===== config.mk =====
export PLATFORM = sky130hd
export DESIGN_NAME = stb_ack_fixed_multiplier
export DESIGN_NICKNAME = d
export VERILOG_FILES = /design/src/rtl/stb_ack_mult_pkg.sv /design/src/rtl/stb_ack_fixed_multiplier_shift_add_core.sv /design/src/rtl/stb_ack_fixed_multiplier.sv
export SDC_FILE = /design/constraint.sdc
export NUM_CORES = 1
export LEC_CHECK = 0
export ABC_AREA = 1
export CORE_MARGIN = 2
export CORE_UTILIZATION = 40
export CTS_CLUSTER_DIAMETER = 60
export DETAILED_ROUTE_END_ITERATION = 10
export DONT_BUFFER_PORTS = 1
export PLACE_DENSITY_LB_ADDON = 0.25
export REMOVE_ABC_BUFFERS = 1
export SETUP_SLACK_MARGIN = 0.02
export SLEW_MARGIN = 20
export SYNTH_ARGS = -nofsm -noshare
export SYNTH_HDL_FRONTEND = slang
export SYNTH_HIERARCHICAL = 1
export SYNTH_SLANG_ARGS = --single-unit

===== constraint.sdc =====
create_clock -name in_clk -period 2.3 [get_ports in_clk]
set_clock_uncertainty 0.15 [all_clocks]
set_input_delay 0.46 -clock in_clk [delete_from_list [all_inputs] [get_ports in_clk]]
set_output_delay 0.46 -clock in_clk [all_outputs]
set_load 0.01 [all_outputs]

===== src/rtl/stb_ack_mult_pkg.sv =====
// Shared state encoding and default geometry for the strobe/ack fixed-point multiplier.
package stb_ack_mult_pkg;

    localparam int DEF_WIDTH = 16;
    localparam int DEF_FRAC  = 8;

    typedef enum logic [2:0] {
        GET_A = 3'd0,
        GET_B = 3'd1,
        MULT  = 3'd2,
        NORM  = 3'd3,
        PUT_Z = 3'd4
    } state_t;

endpackage


===== src/rtl/stb_ack_fixed_multiplier_shift_add_core.sv =====
// Unsigned radix-2 shift-add multiplier: one multiplier bit per cycle, WIDTH cycles,
// one-cycle o_done pulse after the last step.
module shift_add_core #(
    parameter int WIDTH = 16
) (
    input  logic                 in_clk,
    input  logic                 in_reset,
    input  logic                 i_start,
    input  logic [WIDTH-1:0]     i_mcand,
    input  logic [WIDTH-1:0]     i_mplier,
    output logic                 o_busy,
    output logic                 o_done,
    output logic [2*WIDTH-1:0]   o_product
);

    localparam int CW = $clog2(WIDTH + 1);

    logic [2*WIDTH-1:0] r_mcand;
    logic [2*WIDTH-1:0] r_acc;
    logic [WIDTH-1:0]   r_mplier;
    logic [CW-1:0]      r_cnt;
    logic               r_busy;
    logic               r_done;

    always_ff @(posedge in_clk or negedge in_reset) begin
        if (!in_reset) begin
            r_mcand  <= '0;
            r_acc    <= '0;
            r_mplier <= '0;
            r_cnt    <= '0;
            r_busy   <= 1'b0;
            r_done   <= 1'b0;
        end else begin
            r_done <= 1'b0;
            if (i_start) begin
                r_mcand  <= {{WIDTH{1'b0}}, i_mcand};
                r_mplier <= i_mplier;
                r_acc    <= '0;
                r_cnt    <= '0;
                r_busy   <= 1'b1;
            end else if (r_busy) begin
                if (r_mplier[0])
                    r_acc <= r_acc + r_mcand;
                r_mcand  <= r_mcand << 1;
                r_mplier <= r_mplier >> 1;
                r_cnt    <= r_cnt + CW'(1);
                // No early exit on zero operands: latency is always WIDTH steps.
                if (r_cnt == CW'(WIDTH - 1)) begin
                    r_busy <= 1'b0;
                    r_done <= 1'b1;
                end
            end
        end
    end

    assign o_busy    = r_busy;
    assign o_done    = r_done;
    assign o_product = r_acc;

endmodule


===== src/rtl/stb_ack_fixed_multiplier.sv =====
// Signed Q(WIDTH-FRAC).FRAC multiplier with strobe/ack handshakes on A, B and Z.
// Define STB_ACK_MULT_SAT_EN to clamp overflowing results instead of wrapping.
module stb_ack_fixed_multiplier
    import stb_ack_mult_pkg::*;
#(
    parameter int WIDTH = DEF_WIDTH,
    parameter int FRAC  = DEF_FRAC
) (
    input  logic             in_clk,
    input  logic             in_reset,
    input  logic [WIDTH-1:0] input_a,
    input  logic             input_a_stb,
    output logic             input_a_ack,
    input  logic [WIDTH-1:0] input_b,
    input  logic             input_b_stb,
    output logic             input_b_ack,
    output logic [WIDTH-1:0] output_z,
    output logic             output_z_stb,
    input  logic             output_z_ack
);

    state_t             r_state;
    logic [WIDTH-1:0]   r_a;
    logic [WIDTH-1:0]   r_b;
    logic [WIDTH-1:0]   r_z;
    logic               r_a_ack;
    logic               r_b_ack;
    logic               r_z_stb;

    logic [WIDTH-1:0]   w_mag_a;
    logic [WIDTH-1:0]   w_mag_b;
    logic               w_start;
    logic               w_busy;
    logic               w_done;
    logic [2*WIDTH-1:0] w_product;
    logic [2*WIDTH-1:0] w_shifted;
    logic [2*WIDTH-1:0] w_signed;
    logic               w_neg;
    logic [WIDTH-1:0]   w_result;
    logic               w_unused;

    // Magnitudes stay WIDTH-bit unsigned so the most negative value maps exactly.
    assign w_mag_a = r_a[WIDTH-1]     ? (~r_a + 1'b1)     : r_a;
    assign w_mag_b = input_b[WIDTH-1] ? (~input_b + 1'b1) : input_b;
    assign w_start = (r_state == GET_B) && r_b_ack && input_b_stb;

    shift_add_core #(.WIDTH(WIDTH)) u_core (
        .in_clk   (in_clk),
        .in_reset (in_reset),
        .i_start  (w_start),
        .i_mcand  (w_mag_a),
        .i_mplier (w_mag_b),
        .o_busy   (w_busy),
        .o_done   (w_done),
        .o_product(w_product)
    );

    // Shift the magnitude first so truncation is toward zero for both signs.
    assign w_shifted = w_product >> FRAC;
    assign w_neg     = r_a[WIDTH-1] ^ r_b[WIDTH-1];
    assign w_signed  = w_neg ? (~w_shifted + 1'b1) : w_shifted;

`ifdef STB_ACK_MULT_SAT_EN
    localparam logic [2*WIDTH-1:0] POS_LIM = {{(WIDTH+1){1'b0}}, {(WIDTH-1){1'b1}}};
    localparam logic [2*WIDTH-1:0] NEG_LIM = {{WIDTH{1'b0}}, 1'b1, {(WIDTH-1){1'b0}}};

    always_comb begin
        w_result = w_signed[WIDTH-1:0];
        if (!w_neg && (w_shifted > POS_LIM))
            w_result = {1'b0, {(WIDTH-1){1'b1}}};
        else if (w_neg && (w_shifted > NEG_LIM))
            w_result = {1'b1, {(WIDTH-1){1'b0}}};
    end

    assign w_unused = w_busy;
`else
    assign w_result = w_signed[WIDTH-1:0];
    assign w_unused = ^{w_busy, w_signed[2*WIDTH-1:WIDTH]};
`endif

    always_ff @(posedge in_clk or negedge in_reset) begin
        if (!in_reset) begin
            r_state <= GET_A;
            r_a     <= '0;
            r_b     <= '0;
            r_z     <= '0;
            r_a_ack <= 1'b0;
            r_b_ack <= 1'b0;
            r_z_stb <= 1'b0;
        end else begin
            case (r_state)
                GET_A: begin
                    r_a_ack <= 1'b1;
                    if (r_a_ack && input_a_stb) begin
                        r_a     <= input_a;
                        r_a_ack <= 1'b0;
                        r_b_ack <= 1'b1;
                        r_state <= GET_B;
                    end
                end
                GET_B: begin
                    if (r_b_ack && input_b_stb) begin
                        r_b     <= input_b;
                        r_b_ack <= 1'b0;
                        r_state <= MULT;
                    end
                end
                MULT: begin
                    if (w_done)
                        r_state <= NORM;
                end
                NORM: begin
                    r_z     <= w_result;
                    r_z_stb <= 1'b1;
                    r_state <= PUT_Z;
                end
                PUT_Z: begin
                    if (output_z_ack) begin
                        r_z_stb <= 1'b0;
                        r_a_ack <= 1'b1;
                        r_state <= GET_A;
                    end
                end
                default: r_state <= GET_A;
            endcase
        end
    end

    assign input_a_ack  = r_a_ack;
    assign input_b_ack  = r_b_ack;
    assign output_z     = r_z;
    assign output_z_stb = r_z_stb;

endmodule


==> impl_metrics.toml <==
[detailed_routing]
ant_nets = 0
vias = 6075
drcViolationCount = 0
via_per_inst = 4.795
wl_mm = 15.83
dr.first_iter.drc_count = 304
drt_first_pass_iters = 5
avgRoutedWirePerCell_microns = 12.50

[timing]
rsz0062_at_grt = "true"
max_slew_margin_pct = 56.30
tns_ns = 0
setup_violations = 0
max_freq_mhz = 468.6
worstMarginPinSlew_ns = 0.6547
hold_viol_final = 110
drv_slew = 0
min_period_over_period_pct = 92.78
holdWs_ns = -0.3645
fin_crit_ns = 2.134

[global_routing]
antenna_found_initial = 0
grt_pass1_vias = 5814
grt_overflow = 0
grt_max_degree = 111
track_usage_pct = 17.58
grt_pass1_wl_mm = 27.81

[floorplan]
io_pins = 56
die_h_microns = 138.4
initial_utilization_pct = 40.51
die_width_microns = 138.4
coreArea_sq_mm = 0.01784
fp.dieArea_sq_mm = 0.01916
num_rows = 49

[worst_setup_path]
max_stage_delay_ns = 0.41
critPathMaxFanout = 4
slowest_stage = "fa_1"
cp-start-kind = "flop"
crit_required_ns = 2.39
end_kind = "flop"
critical_path_class = "reg2reg"
cp_cell_sequence = "ha_1 -> inv_1 -> fa_1 -> inv_2 -> nand3_1 -> nand3_2 -> nand2_1 -> nand2_1 -> nand3_1 -> nand2_1 -> nand2_1 -> nand2_1 -> o21ai_1"
crit_arrival_ns = 2.23
path_common_cell = "nand2_1"

[clock_network]
tritoncts = "yes"
path_clk_slew_ns = 0.08
post_cts_buffers = 0
max-clock-path-buffers = 2
cts_root_buf = "clkbuf_16"
cts_sinks = 110
clk_latency_ns = 0.36
cts_max_level = 3
cts-buffers-inserted = 9

[run]
maxCapViolCount = 0

[cells_and_area]
design_area_sq_mm = 0.007830
drive_above_1_share_pct = 6.840
final_cells = 1267
n_antenna_cell = 0
final_common_cell = "nand2_1"
syn2layout_area_growth_pct = 8.345
final_cell_mix = "nand2_1, inv_1, dfrtp_1"
layout.nets = 1100

[pwr]
leakagePower_nw = 4.258
power_mw = 9.816
max-vdd-ir-drop_uv = 703.4
p_per_area_mw_per_mm2 = 1254

[run_status]
violations = "hold timing"
status = "finished, violations left"

[placed_design]
dp.cells = 1251
gp_congestion = 0.8946
dp_hpwl_mm = 12.18
port_buffers = 0
placed_area_sq_mm = 0.007480

[yosys]
synth_cells = 1038
syn_avg_cell_area_sq_um = 6.962
netlist_area_sq_mm = 0.007227
yosys_warnings = 6

[min_path]
hold_path_class = "in2async"
[per-stage QoR]
step                setup slack (ns)  util (%)
floorplan                    -0.7263         -
global placement              0.1599     41.92
finish                        0.1661     43.89
global route                 0.01921     43.89
CTS                          0.08973     43.62
detailed placement            0.1354     41.92
[critical path: cells and delay by family (launching register included)]
kind	cells	cell delay, ns
simple gates	8	0.66
fa+ha+maj	2	0.63
flops	1	0.36
buf+inv	2	0.18
compound gates	1	0.05
[per-layer routing]
layer / GRT usage, % / up-vias / share of wire (%)
li1: - / 3265 / -
met1: 25.22 / 2699 / 52
met2: 27.38 / 98 / 43
met3: 3.533 / 13 / 3.2
met4: 4.296 / 0 / 1.2
met5: 0 / - / 0
[area by class of cell]
class	count	area [sq um]
fillers	1875	10010
multi-input cells	724	3699
flip-flops and latches	110	2753
inverters	173	651.9
well taps	229	286.5
clock buffers	9	225.2
repair buffers	15	137.6
clock inverters	7	77.57
[flip-flops by register name, indices dropped and copies added (netlist names)]
| name | flops |
|---|---|
| r_a | 16 |
| u_core/r_cnt | 5 |
| output_z_stb | 1 |
| u_core/r_mcand | 24 |
| output_z | 16 |
| u_core/o_busy | 1 |
| u_core/o_product | 24 |
| r_state | 3 |
| u_core/o_done | 1 |
| input_b_ack | 1 |
| r_b | 1 |
| u_core/r_mplier | 16 |
| input_a_ack | 1 |
[timing repair]
item / in CTS / in global routing
hold endpoints to repair: 110 / 110
gates resized for setup: 0 / 6
setup endpoints to repair: 0 / 21
[path summary, 6_finish.rpt]
kind,from,to,slack (ns),cells past startpoint
max,u_core/o_product[0],u_core/o_product[16],0.17,13
min,in_reset,r_a[1],-0.36,0
max reg2reg,u_core/o_product[0],u_core/o_product[16],0.17,13
min reg2reg,u_core/r_mplier[3],u_core/r_mplier[2],0.33,2
max in group asynchronous,in_reset,u_core/o_product[17],2.18,0
min in group in_clk,input_a[10],r_a[10],0.09,1
[power by group]
group	internal [mW]	leakage (nW)	total, mW	switching (mW)
combinational	1.78	2.72	4.72	2.94
sequential	2.72	1.39	3.48	0.759
clock	0.861	0.153	1.62	0.757
total	5.37	4.26	9.82	4.45
Power figures use the tool's default switching activity.
